[src/rtl/any1_iline_fetch.sv]
// Instruction line fetcher: one tagged 64-byte line buffer. A miss fills the buffer
// with a Wishbone-style burst, then the line is presented with the requesting ip.
module any1_iline_fetch #(
    parameter int LINE_BITS = 512,
    parameter int BUS_BITS  = 128,
    parameter int AWID      = 32
) (
    input  logic                  clk,
    input  logic                  rst,
    input  logic                  flush_i,
    input  logic                  ip_req_i,
    input  logic [AWID-1:0]       ip_i,
    input  logic [AWID-1:0]       pip_i,
    input  logic                  predict_taken_i,
    output logic [LINE_BITS-1:0]  line_o,
    output logic [AWID-1:0]       ip_o,
    output logic [AWID-1:0]       pip_o,
    output logic                  predict_taken_o,
    output logic                  line_vld_o,
    output logic                  bus_err_o,
    output logic                  cyc_o,
    output logic                  stb_o,
    output logic [BUS_BITS/8-1:0] sel_o,
    output logic [AWID-1:0]       adr_o,
    input  logic                  ack_i,
    input  logic                  err_i,
    input  logic [BUS_BITS-1:0]   dat_i
);
    // state | meaning
    // IDLE  | evaluate request against the buffered tag; serve hits
    // FILL  | burst in progress, one buffer slot written per ack
    localparam int BEATS = LINE_BITS / BUS_BITS;
    localparam int BW    = $clog2(BEATS);
    localparam int OW    = $clog2(BUS_BITS / 8);
    localparam int TW    = AWID - BW - OW;

    localparam logic [0:0] IDLE = 1'b0;
    localparam logic [0:0] FILL = 1'b1;

    logic [0:0]    state;
    logic [TW-1:0] tag;
    logic [TW-1:0] fill_tag;
    logic          tag_vld;
    logic          flushed;
    logic [BW-1:0] beat;
    logic          hit;

    // A flush in the same cycle as a request forces the miss path.
    assign hit   = tag_vld && (tag == ip_i[AWID-1:AWID-TW]) && !flush_i;
    assign cyc_o = (state == FILL);
    assign stb_o = cyc_o;
    assign sel_o = {(BUS_BITS/8){cyc_o}};
    assign adr_o = cyc_o ? {fill_tag, beat, {OW{1'b0}}} : '0;

    always_ff @(posedge clk or posedge rst) begin
        if (rst) begin
            state           <= IDLE;
            tag             <= '0;
            fill_tag        <= '0;
            tag_vld         <= 1'b0;
            flushed         <= 1'b0;
            beat            <= '0;
            line_o          <= '0;
            ip_o            <= '0;
            pip_o           <= '0;
            predict_taken_o <= 1'b0;
            line_vld_o      <= 1'b0;
            bus_err_o       <= 1'b0;
        end else begin
            line_vld_o <= 1'b0;
            bus_err_o  <= 1'b0;
            case (state)
                IDLE: begin
                    if (flush_i)
                        tag_vld <= 1'b0;
                    if (ip_req_i) begin
                        if (hit) begin
                            line_vld_o      <= 1'b1;
                            ip_o            <= ip_i;
                            pip_o           <= pip_i;
                            predict_taken_o <= predict_taken_i;
                        end else begin
                            // Buffer is about to be overwritten, so it cannot stay valid.
                            tag_vld  <= 1'b0;
                            fill_tag <= ip_i[AWID-1:AWID-TW];
                            flushed  <= 1'b0;
                            beat     <= '0;
                            state    <= FILL;
                        end
                    end
                end
                FILL: begin
                    if (flush_i)
                        flushed <= 1'b1;
                    if (err_i) begin
                        tag_vld         <= 1'b0;
                        line_vld_o      <= 1'b1;
                        bus_err_o       <= 1'b1;
                        ip_o            <= ip_i;
                        pip_o           <= pip_i;
                        predict_taken_o <= predict_taken_i;
                        beat            <= '0;
                        state           <= IDLE;
                    end else if (ack_i) begin
                        line_o[int'(beat)*BUS_BITS +: BUS_BITS] <= dat_i;
                        if (beat == BW'(BEATS-1)) begin
                            tag     <= fill_tag;
                            tag_vld <= !(flushed || flush_i);
                            beat    <= '0;
                            state   <= IDLE;
                        end else begin
                            beat <= beat + 1'b1;
                        end
                    end
                end
                default: state <= IDLE;
            endcase
        end
    end
endmodule
[config.mk]
export PLATFORM = sky130hd
export DESIGN_NAME = any1_iline_fetch
export DESIGN_NICKNAME = d
export VERILOG_FILES = /design/src/rtl/any1_iline_fetch.sv
export SDC_FILE = /design/constraint.sdc
export NUM_CORES = 1
export LEC_CHECK = 0
export BUFFER_PORTS_ARGS = -buffer_cell sky130_fd_sc_hd__buf_2
export CAP_MARGIN = 20
export CORE_AREA = 2 2 326 328
export CTS_CLUSTER_DIAMETER = 40
export DETAILED_ROUTE_END_ITERATION = 10
export DIE_AREA = 0 0 328 330
export GPL_TIMING_DRIVEN = 0
export SYNTH_ARGS = -nofsm -noshare
export SYNTH_HDL_FRONTEND = slang
export SYNTH_SLANG_ARGS = --single-unit
[constraint.sdc]
create_clock -name clk -period 32.8 [get_ports clk]
set_input_delay 6.56 -clock clk [delete_from_list [all_inputs] [get_ports clk]]
set_output_delay 6.56 -clock clk [all_outputs]
set_load 0.05 [all_outputs]
==> impl_metrics.yaml <==
run_status:
  outcome: "finished clean"
finish:
  finalNetCount: 3746
  n_fill_cell: 10792
  area_growth_pct: 38.2
  utilization: 0.336
  drive_above_1_share: 0.330
clock_network:
  clock_sinks: 636
  clock_path_buffers: 3
  clk_latency_ps: 670
  post-cts-setup-buffers: 0
  cts_inserted_buffers: 104
  cts.htree.levels: 3
  cts_tree: "built"
  hold_buffers: 0
  clockRootBuffer: "clkbuf_16"
  cts.repair.resized: 0
  clk_pin_slew_ps: 60
grt:
  use_met2: 0.318
  track_usage: 0.195
  antenna_found_initial: 15
  grtUsageMet3: 0.0539
  first_global_vias: 22386
  grt_overflow: 0
  busiest_layer: "met2"
  grt_max_degree: 126
  grt_pass1_wl_mm: 156
  grtUsageMet1: 0.246
setup_path:
  path_common_cell: "buf_2"
  r2r-start: "cyc_o$_DFF_PP0_"
  cp_cell_sequence: "buf_2 -> inv_1 -> and3_1 -> clkbuf_1 -> nand2_1 -> buf_2 -> buf_2 -> clkbuf_1 -> o21ai_0"
  slowest_stage: "clkbuf_1"
  rr_worst_depth: 7
  regToRegSetupSlack_ps: 28700
  cpPeakStageDelay_ps: 850
  startpoint_type: "input port"
  r2r_end: "line_o[129]$_DFFE_PP0P_"
  critPathLaunch: "err_i"
  critPathCaptureType: "flip-flop"
  cp_max_fo: 10
  crit_arrival_ps: 9740
  crit_required_ps: 33300
  critPathKind: "in2reg"
detailed_routing:
  drt-pass1-iter-count: 5
  dr_total_vias: 22781
  first_iter_violations: 1589
  drc: 0
  wl_per_cell_um: 21.7
  vias_per_cell: 4.53
  wirelength_mm: 109
  drtAntennaViolNets: 0
power_and_ir_drop:
  power_density_nw_per_um2: 84.2
  peakVddDrop_mv: 0.0586
  power_leakage_uw: 0.0174
  sw_frac_of_total: 0.394
  comb_power_share: 0.291
  clockPowerShare: 0.383
  internal_power_uw: 1800
  power_frac_seq: 0.326
  power_switching_uw: 1170
yosys:
  ys_seq_area_frac: 0.625
  netlist_area_um2: 25500
  ys_seq_elements: 636
  synthCells: 2601
  synth_area_leaders: "dfrtp_1 (62%), nand2_1 (15%), o21ai_0 (10%)"
  yosysTopAreaCellShare: 0.625
  yosysWarnings: 0
  synth.distinct_cells: 31
  syn_area_per_cell_um2: 9.79
  synth_top_area_cell: "dfrtp_1"
sta:
  fmax_mhz: 108
  fin_crit_sh: 0.282
  grt_setup_unrepaired: "no"
  setup_viol: 0
  hold_viol: 0
  worstMarginPinSlew_ps: 1100
  finalMaxSlewViolations: 0
  min_period_ps: 9250
  maxSlewHeadroom: 0.269
  finalClockSkew_ps: 28.0
  fin_tns_setup_ps: 0
placement:
  dp_hpwl_mm: 82.1
  io_buffers: 823
  gp_congestion: 0.870
flow_run:
  maxCapViolCount: 0
floorplan:
  die_y_um: 330
  core-area_um2: 105000
  die_w_um: 328
  die_area_um2: 108000
  ios: 828
  start_util: 0.243
  rows: 119
min_path:
  hold_path.class: "reg2reg"
  holdCritStartpoint: "line_o[76]$_DFFE_PP0P_"
  min_to: "line_o[76]$_DFFE_PP0P_"
  whs_path_depth: 2
cell usage in the layout (no fill, tap or decap), types with 3 or more instances in the layout:
| master | Yosys | routed |
|---|---|---|
| xnor2_1 | 26 | 26 |
| clkinv_4 | 0 | 12 |
| nand4_1 | 6 | 6 |
| clkinv_2 | 0 | 12 |
| ha_1 | 6 | 6 |
| clkbuf_16 | 0 | 105 |
| bufinv_16 | 0 | 11 |
| dfrtp_1 | 636 | 636 |
| clkbuf_1 | 140 | 146 |
| buf_16 | 0 | 5 |
| o21ai_0 | 514 | 514 |
| clkinvlp_4 | 0 | 10 |
| inv_1 | 6 | 5 |
| buf_4 | 23 | 23 |
| clkbuf_2 | 0 | 4 |
| conb_1 | 1 | 4 |
| nand2_1 | 1033 | 1033 |
| clkbuf_8 | 0 | 12 |
| mux2_2 | 79 | 79 |
| inv_6 | 0 | 16 |
| buf_2 | 31 | 854 |
| inv_8 | 0 | 4 |
| diode_2 | 0 | 11 |
| buf_6 | 4 | 4 |
| and2_1 | 29 | 29 |
| mux2_4 | 39 | 39 |
| nor3b_1 | 3 | 3 |
| nor3_1 | 4 | 4 |
| buf_1 | 6 | 6 |
power by group through the flow:
stage / sequential (uW) / clock, uW / combinational (uW)
global route: 980 / 1190 / 910
floorplan: 1340 / 0 / 227
finish: 967 / 1130 / 863
global placement: 977 / 0 / 861
CTS: 966 / 1150 / 871
detailed placement: 977 / 0 / 870
cell usage after synthesis:
cell,count
clkbuf_1,140
nand2_1,1033
o21ai_0,514
a31o_2,1
nor4_4,1
a21boi_0,1
nand4_1,6
buf_2,31
a41oi_1,1
mux2_2,79
conb_1,1
a31oi_1,1
and2_1,29
and2_0,1
inv_1,6
nor2_1,1
xnor2_1,26
buf_6,4
nor3_1,4
nor2b_1,2
a21oi_1,2
and3_1,1
nor3b_1,3
buf_1,6
dfrtp_1,636
mux2_4,39
a31oi_2,1
ha_1,6
nand2b_1,1
o22ai_1,1
buf_4,23
worst max-delay path: cells and delay by family:
kind | cells | cell delay, ps
simple gates | 2 | 380
buf+inv | 6 | 2510
compound gates | 1 | 230
per-stage QoR:
stage                     std cells  hold slack (ps)  total power, uW  area (um2)  setup WS, ps
after floorplan                2604              464             1570       25500          8420
after global placement         4818              456             1840       31300           295
after detailed placement       4826              465             1850       31500         22830
after CTS                      5020              477             2990       35200         23510
after global routing           5023              488             3080       35200         23400
final                          5031              469             2960       35200         23550
registers in the layout, summed over array words and instances (netlist names), 2 cells and up:
signal and cells:
ip_o 32, beat 2, line_o 512, fill_tag 26
tag 26, pip_o 32
metal layers:
layer	vias to the layer above	share of wire	wire length, um
met5	-	0.00012	13
met4	2	0.030	3330
met3	191	0.081	8890
met2	925	0.48	52400
met1	11311	0.41	44800
li1	10352	-	-
how the worst max path moves through the flow:
stage	end	slack (ps)	cells after the start
after global routing	adr_o[25]	23400	3
after CTS	line_o[353]$_DFFE_PP0P_	23510	10
after floorplan	beat[0]$_DFFE_PP0P_	8420	1
after detailed placement	line_o[352]$_DFFE_PP0P_	22830	10
after global placement	line_o[298]$_DFFE_PP0P_	290	2
final	line_o[129]$_DFFE_PP0P_	23550	9
cell families (layout without fill, tap and decap cells):
family,Yosys count,in the layout,synth area share
adder cells (fa/ha/maj),6,6,0.00295
other,1,15,0.000147
AND/OR/NAND/NOR,1082,1082,0.165
multiplexers,118,118,0.0579
buffers and inverters,210,1235,0.0370
flip-flops,636,636,0.625
AO/OA/AOI/OAI,522,522,0.103
XOR/XNOR,26,26,0.00894
final cells by class:
type	instances	area (um2)	area share
Clock inverter	67	797	0.0226
Buffer	204	926	0.0263
Inverter	6	30.0	0.000853
Multi-Input combinational cell	1758	8620	0.245
Sequential cell	636	15900	0.452
Tap cell	1391	1740	0.0495
Antenna cell	11	27.5	0.000782
Timing Repair Buffer	831	4310	0.122
Clock buffer	127	2830	0.0804
(Power assumes the default switching activity.)
